**src/rtl/input_event_scheduler_if.sv**
```systemverilog
// Host-event and processor-request bundle for input_event_scheduler.
// slave modport: scheduler side; master modport: host/processor side.
// Widths default to 14-bit row index, 16-bit time, 16-entry queue count.
interface input_event_scheduler_if #(
  parameter int TW = 16,
  parameter int IW = 14,
  parameter int CW = 5
);
  logic          ev_valid;
  logic          ev_ready;
  logic [TW-1:0] ev_time;
  logic [IW-1:0] ev_index;
  logic [TW-1:0] network_time;
  logic          input_occurred;
  logic [IW-1:0] input_index;
  logic          input_ack;
  logic [CW-1:0] fifo_count;
  logic [15:0]   late_count;

  modport slave (
    input  ev_valid, ev_time, ev_index, network_time, input_ack,
    output ev_ready, input_occurred, input_index, fifo_count, late_count
  );

  modport master (
    output ev_valid, ev_time, ev_index, network_time, input_ack,
    input  ev_ready, input_occurred, input_index, fifo_count, late_count
  );
endinterface

```
**src/rtl/input_event_scheduler.sv**
```systemverilog
// Timestamped spike queue: releases head event to network_processor once due.
// Latency: push-to-request 2 cycles; due-to-request 1 cycle; ack-to-drop 1 cycle.
// Backpressure: ev_ready low while queue full; request held until input_ack.
module input_event_scheduler #(
  parameter int SR_DEPTH         = 16384,
  parameter int MAX_NETWORK_TIME = 65536,
  parameter int FIFO_DEPTH       = 16
) (
  input logic                    clk,
  input logic                    reset,
  input_event_scheduler_if.slave bus
);
  localparam int IW = $clog2(SR_DEPTH);
  localparam int TW = $clog2(MAX_NETWORK_TIME);
  localparam int PW = $clog2(FIFO_DEPTH);
  localparam int CW = PW + 1;
  localparam logic [CW-1:0] FULL_CNT = CW'(FIFO_DEPTH);

  typedef enum logic {
    IDLE    = 1'b0,
    PRESENT = 1'b1
  } state_t;

  logic [TW-1:0] time_mem_q  [FIFO_DEPTH];
  logic [IW-1:0] index_mem_q [FIFO_DEPTH];

  logic [PW-1:0] wr_ptr_q, rd_ptr_q;
  logic [CW-1:0] count_q, count_d;
  state_t        state_q, state_d;
  logic [IW-1:0] idx_q, idx_d;
  logic [15:0]   late_q, late_d;

  logic          push, pop;
  logic [TW-1:0] head_time;
  logic [IW-1:0] head_index;
  logic [TW-1:0] head_delta;
  logic          head_due;

  // Full check uses only the registered count, so a same-cycle pop never frees a slot early.
  assign push       = bus.ev_valid && (count_q != FULL_CNT);
  assign head_time  = time_mem_q[rd_ptr_q];
  assign head_index = index_mem_q[rd_ptr_q];
  // Modular difference keeps the due test correct across the time wrap:
  // the head is due if it lies within the last half of the time circle.
  assign head_delta = bus.network_time - head_time;
  assign head_due   = (count_q != '0) && !head_delta[TW-1];

  // Queue storage needs no reset; only entries behind the pointers are ever read.
  always_ff @(posedge clk) begin
    if (push) begin
      time_mem_q[wr_ptr_q]  <= bus.ev_time;
      index_mem_q[wr_ptr_q] <= bus.ev_index;
    end
  end

  // Next-state, presented index and late counter; pop only on an ack while presenting.
  always_comb begin
    state_d = state_q;
    idx_d   = idx_q;
    late_d  = late_q;
    pop     = 1'b0;
    case (state_q)
      IDLE: begin
        if (head_due) begin
          idx_d   = head_index;
          state_d = PRESENT;
          if ((head_delta != '0) && (late_q != 16'hFFFF)) begin
            late_d = late_q + 16'd1;
          end
        end
      end
      PRESENT: begin
        if (bus.input_ack) begin
          pop     = 1'b1;
          state_d = IDLE;
        end
      end
      default: state_d = IDLE;
    endcase
  end

  // Occupancy: simultaneous push and pop cancel.
  always_comb begin
    count_d = count_q;
    case ({push, pop})
      2'b10:   count_d = count_q + CW'(1);
      2'b01:   count_d = count_q - CW'(1);
      default: count_d = count_q;
    endcase
  end

  // Control state; reset discards any presented or queued events.
  always_ff @(posedge clk or posedge reset) begin
    if (reset) begin
      state_q  <= IDLE;
      idx_q    <= '0;
      late_q   <= '0;
      count_q  <= '0;
      wr_ptr_q <= '0;
      rd_ptr_q <= '0;
    end else begin
      state_q <= state_d;
      idx_q   <= idx_d;
      late_q  <= late_d;
      count_q <= count_d;
      if (push) wr_ptr_q <= wr_ptr_q + PW'(1);
      if (pop)  rd_ptr_q <= rd_ptr_q + PW'(1);
    end
  end

  assign bus.ev_ready       = (count_q != FULL_CNT);
  assign bus.input_occurred = (state_q == PRESENT);
  assign bus.input_index    = idx_q;
  assign bus.fifo_count     = count_q;
  assign bus.late_count     = late_q;
endmodule

```
**src/flat_wrapper.sv**
```systemverilog
// flat-port wrapper written by rule: the top's interface ports become plain ports
module input_event_scheduler_flat 
#(
  parameter int SR_DEPTH         = 16384,
  parameter int MAX_NETWORK_TIME = 65536,
  parameter int FIFO_DEPTH       = 16
)
  (clk, reset, bus_ev_valid, bus_ev_time, bus_ev_index, bus_network_time, bus_input_ack, bus_ev_ready, bus_input_occurred, bus_input_index, bus_fifo_count, bus_late_count);
  input_event_scheduler_if #(.TW(16), .IW(14), .CW(5)) bus_i ();
  input logic clk;
  input logic reset;
  input wire logic [$bits(bus_i.ev_valid)-1:0] bus_ev_valid;
  input wire logic [$bits(bus_i.ev_time)-1:0] bus_ev_time;
  input wire logic [$bits(bus_i.ev_index)-1:0] bus_ev_index;
  input wire logic [$bits(bus_i.network_time)-1:0] bus_network_time;
  input wire logic [$bits(bus_i.input_ack)-1:0] bus_input_ack;
  output wire logic [$bits(bus_i.ev_ready)-1:0] bus_ev_ready;
  output wire logic [$bits(bus_i.input_occurred)-1:0] bus_input_occurred;
  output wire logic [$bits(bus_i.input_index)-1:0] bus_input_index;
  output wire logic [$bits(bus_i.fifo_count)-1:0] bus_fifo_count;
  output wire logic [$bits(bus_i.late_count)-1:0] bus_late_count;
  assign bus_i.ev_valid = bus_ev_valid;
  assign bus_i.ev_time = bus_ev_time;
  assign bus_i.ev_index = bus_ev_index;
  assign bus_i.network_time = bus_network_time;
  assign bus_i.input_ack = bus_input_ack;
  assign bus_ev_ready = bus_i.ev_ready;
  assign bus_input_occurred = bus_i.input_occurred;
  assign bus_input_index = bus_i.input_index;
  assign bus_fifo_count = bus_i.fifo_count;
  assign bus_late_count = bus_i.late_count;
  input_event_scheduler #(.SR_DEPTH(SR_DEPTH), .MAX_NETWORK_TIME(MAX_NETWORK_TIME), .FIFO_DEPTH(FIFO_DEPTH)) u_core (.clk(clk), .reset(reset), .bus(bus_i));
endmodule
```
**config.mk**
```make
export PLATFORM = sky130hd
export DESIGN_NAME = input_event_scheduler_flat
export DESIGN_NICKNAME = d
export VERILOG_FILES = /design/src/rtl/input_event_scheduler_if.sv /design/src/rtl/input_event_scheduler.sv /design/src/flat_wrapper.sv
export SDC_FILE = /design/constraint.sdc
export NUM_CORES = 1
export LEC_CHECK = 0
export CORE_MARGIN = 1
export CORE_UTILIZATION = 35
export CTS_CLUSTER_DIAMETER = 120
export DETAILED_ROUTE_END_ITERATION = 6
export REMOVE_ABC_BUFFERS = 1
export SLEW_MARGIN = 25
export SYNTH_ARGS = -nofsm -noshare
export SYNTH_HDL_FRONTEND = slang
export SYNTH_SLANG_ARGS = --single-unit
```
**constraint.sdc**
```tcl
create_clock -name clk -period 9.9 [get_ports clk]
set_input_delay 1.98 -clock clk [delete_from_list [all_inputs] [get_ports clk]]
set_output_delay 1.98 -clock clk [all_outputs]
set_load 0.03 [all_outputs]
```
==> Word level (Yosys, flattened, before mapping) <==
Memories as Yosys holds them, arrays and structs flattened. A register that Yosys moved wholly into a read port is not among the register bits.
Cells that the tools add are included.
{ "totals": {"regBits": 30, "input_bits": 50, "output_inout_bits": 37, "elab_cells": 35, "ramBits": 480, "n_memories": 2} }
{ "op_classes": {"n_addsub": 6, "n_eq_ne": 4, "n_mux": 8, "n_reduce_logical": 9, "bitwise_logic": 1} }
{ "memory_table": {"columns": ["name", "depth", "word_bits", "read_ports", "rd_clocked_by_memory_dff", "wr", "line_no", "text"], "rows": [
  ["u_core.time_mem_q", 16, 16, 1, 0, 1, "input_event_scheduler.sv:24", "logic [TW-1:0] time_mem_q [FIFO_DEPTH];"],
  ["u_core.index_mem_q", 16, 14, 1, 1, 1, "input_event_scheduler.sv:25", "logic [IW-1:0] index_mem_q [FIFO_DEPTH];"]
]} }
{ "op_table": {"columns": ["cell", "count"], "rows": [
  ["$add A16 B1 Y16 const B", 1],
  ["$ne A16 B16 Y1 const B", 1],
  ["$reduce_bool A16 Y1", 1],
  ["$sub A16 B16 Y16", 1],
  ["$pmux W5 S2", 1],
  ["$add A4 B1 Y4 const B", 2],
  ["$mux W1", 6],
  ["$add A5 B1 Y5 const B", 1],
  ["$ne A5 B5 Y1 const B", 1],
  ["$reduce_bool A5 Y1", 1],
  ["$sub A5 B1 Y5 const B", 1],
  ["$logic_and A1 B1 Y1", 3],
  ["$reduce_and A3 Y1", 1],
  ["$eq A2 B1 Y1 const B", 1],
  ["$eq A2 B2 Y1 const B", 1],
  ["$pmux W1 S2", 1],
  ["$reduce_and A2 Y1", 1],
  ["$reduce_bool A2 Y1", 1],
  ["$logic_not A1 Y1", 1],
  ["$not A1 Y1", 1]
]} }

==> Longest topological paths before layout <==
An unclocked memory read counts as a cell.
{ "logic_depth": {"word_depth": 6, "mapped_depth": 17, "mapped_depth_nobuf": 13} }

==> Least setup slack after synthesis <==
No wires, ideal clock.
{ "synth_path": {"kind": "input to register", "startpoint": "input port bus_ev_valid", "endpoint": "memory u_core.index_mem_q[3][0], enable pin", "path_buffers": 1, "path_stages": 4, "setup_time_ps": 454, "t_required_ps": 9446, "t_arrival_ps": 4596, "path_slack_ps": 4850, "cell_sequence": "and2_1 clkbuf_1 nand2_1 nor3_1"} }
{ "synth_via": {"elab_chain_len": 3} }
{ "synth_rtl": {"columns": ["element", "line_no", "text"], "rows": [
  ["start, declared", "flat_wrapper.sv:12", "input wire logic [$bits(bus_i.ev_valid)-1:0] bus_ev_valid;"],
  ["$logic_and A1 B1 Y1", "input_event_scheduler.sv:40", "assign push = bus.ev_valid && (count_q != FULL_CNT);"],
  ["$mux W1", "input_event_scheduler.sv:50", "if (push) begin"],
  ["$mux W1 (implied by the code)", "input_event_scheduler.sv:52", "index_mem_q[wr_ptr_q] <= bus.ev_index;"],
  ["end, declared", "input_event_scheduler.sv:25", null]
]} }
No other way between the ends.

==> Final worst setup path <==
{ "layout_path": {"startpoint": "register u_core.rd_ptr_q[1]", "endpoint": "register u_core.late_q[1], in the netlist u_core.bus.late_count[1]"} }
{ "layout_via": {"elab_chain_len": 5, "elab_cells_between_ends": 7, "classes_between": "add/sub: 1; reduce/logical: 5; memory: 1"} }
{ "layout_rtl": {"columns": ["element", "line_no", "text"], "rows": [
  ["start, declared", "input_event_scheduler.sv:27", "logic [PW-1:0] wr_ptr_q, rd_ptr_q;"],
  ["start signal, assigned", "input_event_scheduler.sv:107", "if (pop) rd_ptr_q <= rd_ptr_q + PW'(1);"],
  ["$mem_v2 Z16 W16 *", null, null],
  ["$sub A16 B16 Y16 *", "input_event_scheduler.sv:45", "assign head_delta = bus.network_time - head_time;"],
  ["$reduce_bool A16 Y1 / $logic_not A1 Y1 (equally long branches)", "input_event_scheduler.sv:67, input_event_scheduler.sv:46", null],
  ["$logic_and A1 B1 Y1, on equally long branches", "input_event_scheduler.sv:67, input_event_scheduler.sv:46", null],
  ["$reduce_and A3 Y1 (no line) *", null, null],
  ["end signal, assigned", "input_event_scheduler.sv:104", "late_q <= late_d;"],
  ["end, declared", "input_event_scheduler.sv:31", "logic [15:0] late_q, late_d;"]
]} }
Every way passes the cells marked *; elsewhere a longest branch is shown, timed or not.
A chain may end at the register's enable or synchronous reset.

==> impl_metrics.yaml <==
detailed_routing:
  avgRoutedWirePerCell_um: 23.8
  remaining_drc_errors: 0
  detail_route.wirelength_um: 45800
  route.antenna.remaining_nets: 0
  number_of_design_rule_violations_left_by_the_first_detailed_router_iteration: 945
  vias_after_detailed_routing: 9948
  average_via_count_per_standard_cell: 5.16
  detailed_router_iteration_count_before_antenna_repair: 5
global_route:
  grt_max_degree: 110
  number_of_antenna_violations_at_the_first_check_in_global_routing: 2
  first_global_vias: 10392
  overflow: 0
  grt_usage_pct: 15.4
  grt_first_pass_wirelength_um: 67900
sta:
  min_period_ps: 5880
  setup_viol_count_final: 0
  hold-worst-slack_ps: 482
  setup-tns-final_ps: 0
  finalClockSkew_ps: 36.9
  worst_pin_slew_ps: 965
  setup_repair_after_global_routing_missed_its_margin: "false"
  final_count_of_pins_violating_max_slew: 0
  fin_crit_sh_pct: 59.4
  report.final.hold_viol_count: 0
  timing.max_slew.rel_slack_pct: 35.7
  achievable-frequency_mhz: 170
power:
  power.share.switching_pct: 31.7
  ir_drop_uv: 166
  internal-power_w: 0.00499
  share_comb_of_total_power_pct: 34.0
  post-layout-total-power_w: 0.00731
  power.net_switching_w: 0.00231
  pwr_density_cell_nw_per_um2: 297
  total_leakage_power_nw: 7.98
  share_seq_of_total_power_pct: 39.2
  share_of_total_power_in_the_clock_network_pct: 26.9
worst_hold_path:
  holdPathStages: 1
  hold_class: "reg -> reg"
clocking:
  tritoncts.num_buffers: 53
  clk_transition_reported_paths_ps: 60
  clk_latency_ps: 620
  clock_tree.buffer_depth: 3
  postCtsSetupBuffers: 0
  cts_repair_resize_count: 0
  post_cts_hold_buffer_count: 0
  cts-root-buf: "clkbuf_16"
  cts.htree.levels: 2
  clkSinkCount: 524
  tritoncts_clock_tree: "yes"
setup_path:
  worstPathArrival_ps: 6370
  req_time_crit_path_ps: 10390
  critPathSlowestCell: "dfrtp_4"
  setup.worst_path.class: "reg -> reg"
  reg2reg_from: "u_core.rd_ptr_q[1]$_DFFE_PP0P_"
  end_kind: "register"
  critPathLaunch: "u_core.rd_ptr_q[1]$_DFFE_PP0P_"
  worst-r2r-cell-count: 13
  worst_r2r_endpoint: "u_core.bus.late_count[1]$_DFFE_PP0P_"
  path_cells: "buf_4 -> buf_4 -> mux4_2 -> mux4_2 -> ha_1 -> and2_1 -> o2111ai_1 -> or4_1 -> a211oi_2 -> o2111ai_1 -> a2111oi_4 -> nor2_2 -> mux2_1"
  sort_of_element_at_the_start_of_the_critical_path: "register"
  r2r_slack_ps: 4020
  crit_path_capture: "u_core.bus.late_count[1]$_DFFE_PP0P_"
  worst-path-max-fanout: 52
  worst_path_largest_cell_delay_ps: 960
yosys:
  post_synth_instance_area_um2: 20900
  post_synth_num_cell_types: 52
  synth-compound-area-share_pct: 1.82
  post_synth_fa_ha_maj_area_fraction_pct: 1.59
  synth_enable_flop_cells: 480
  synthFlopType: "edfxtp_1"
  synth_area_leader_cell: "edfxtp_1"
  yosys.area_share.xor_xnor_pct: 1.21
  post_synth_inst_count: 991
  synth.mux.area_fraction_pct: 17.1
  synth.top_cell.area_share_pct: 68.8
  synth.area.top_cells: "edfxtp_1, mux4_2, dfrtp_1"
  dominant_combinational_cell_family_by_area_after_synthesis: "multiplexers"
  ys_ff_latch: 524
  yosys-top-cells-count: "edfxtp_1, mux4_2, dfrtp_1"
  async_reset_ff_share_pct: 8.40
  seq_area_frac_synth_pct: 74.1
  synthesis.yosys.warnings: 0
  synth_simple_gate_area_share_pct: 2.67
  syn_area_per_cell_um2: 21.1
  synth_most_common_cell: "edfxtp_1"
outcome:
  status: "finished, final reports clean"
finish:
  insertedDiodeCount: 0
  nNetsFinal: 1187
  finalInstanceArea_um2: 24600
  post_layout_nonfiller_instances: 1929
  areaGrowthSynthToFinish_pct: 17.5
  fraction_of_final_layout_cells_with_drive_strength_greater_than_1_pct: 24.3
floorplan:
  design.core.area_um2: 59000
  vertical_die_dimension_um: 247
  horiz_die_dim_um: 247
  num_rows: 89
  die_area_um2: 60800
  io_pins: 87
  initial_utilization_pct: 35.5
flow_run:
  max_cap_violations: 0
place:
  place.detailed.instances: 1828
  port_buffers: 86
  finalWeightedCongestion: 0.784
  placed_area_um2: 22900
  place_hpwl_um: 24900
how the worst min path moves through the flow:
stage | from | endpoint | slack, ps
after floorplan | u_core.wr_ptr_q[3]$_DFFE_PP0P_ | u_core.wr_ptr_q[3]$_DFFE_PP0P_ | 560
after global placement | u_core.bus.late_count[8]$_DFFE_PP0P_ | u_core.bus.late_count[8]$_DFFE_PP0P_ | 480
after detailed placement | u_core.bus.late_count[8]$_DFFE_PP0P_ | u_core.bus.late_count[8]$_DFFE_PP0P_ | 480
after CTS | u_core.bus.late_count[8]$_DFFE_PP0P_ | u_core.bus.late_count[8]$_DFFE_PP0P_ | 490
after global routing | u_core.bus.late_count[14]$_DFFE_PP0P_ | u_core.bus.late_count[14]$_DFFE_PP0P_ | 510
final | u_core.bus.late_count[8]$_DFFE_PP0P_ | u_core.bus.late_count[8]$_DFFE_PP0P_ | 480
per-layer routing:
metal | wire length, um | vias up | GRT usage (%)
li1 | - | 4341 | -
met1 | 20400 | 5266 | 21.6
met2 | 22100 | 273 | 24.6
met3 | 2570 | 64 | 3.28
met4 | 752 | 4 | 3.40
met5 | 22 | - | 0
cell families after synthesis:
logic type / count (synthesis)
AOI/OAI and AO/OA: 55
adders and majority gates: 26
xor gates and xnor gates: 29
muxes: 170
DFF: 524
and+or+nand+nor: 111
buffers and inverters: 76
critical path, delay by kind of cell (launching register included):
kind | cells | cell delay [ps]
compound gates | 4 | 1300
fa+ha+maj | 1 | 290
buf+inv | 2 | 1200
flops | 1 | 960
mux | 3 | 1230
simple gates | 3 | 720
sequential cells by signal, indices dropped and copies added (netlist names):
register,flops
u_core.time_mem_q,256
u_core.index_mem_q,224
u_core.bus.late_count,16
u_core.bus.input_index,14
u_core.bus.fifo_count,5
u_core.rd_ptr_q,4
u_core.wr_ptr_q,4
u_core.bus.input_occurred,1
cell usage in the layout (no fill, tap or decap), types with 16 or more instances in the layout:
| cell type | n |
|---|---|
| clkdlybuf4s50_1 | 86 |
| mux4_2 | 149 |
| ha_1 | 25 |
| xor2_1 | 19 |
| dfrtp_1 | 40 |
| clkinv_1 | 16 |
| inv_1 | 30 |
| clkbuf_1 | 19 |
| buf_4 | 22 |
| edfxtp_1 | 480 |
| nand2_1 | 26 |
| clkbuf_16 | 53 |
power by group through the flow:
stage	Clock (W)	Combinational, W	Sequential [W]
global route	0.00209	0.00270	0.00289
floorplan	0	0.00163	0.00314
CTS	0.00201	0.00252	0.00287
finish	0.00196	0.00248	0.00286
detailed placement	0	0.00251	0.00291
global placement	0	0.00250	0.00290
metrics by stage:
stage	utilization, %	setup WS [ps]
2_1_floorplan	-	1510
3_3_place_gp	38.8	4030
3_5_place_dp	38.8	4020
4_1_cts	41.6	4020
5_1_grt	41.7	3780
6_report	41.7	4020
layout make-up:
type	count	area, um2
clock buffer	72	1400
multi-input combinational	391	5230
tap	773	967
timing repair buffer	110	1070
sequential	524	15500
inverter	31	116
fill	5156	34400
clock inverter	28	297
Power figures use the tool's default switching activity.
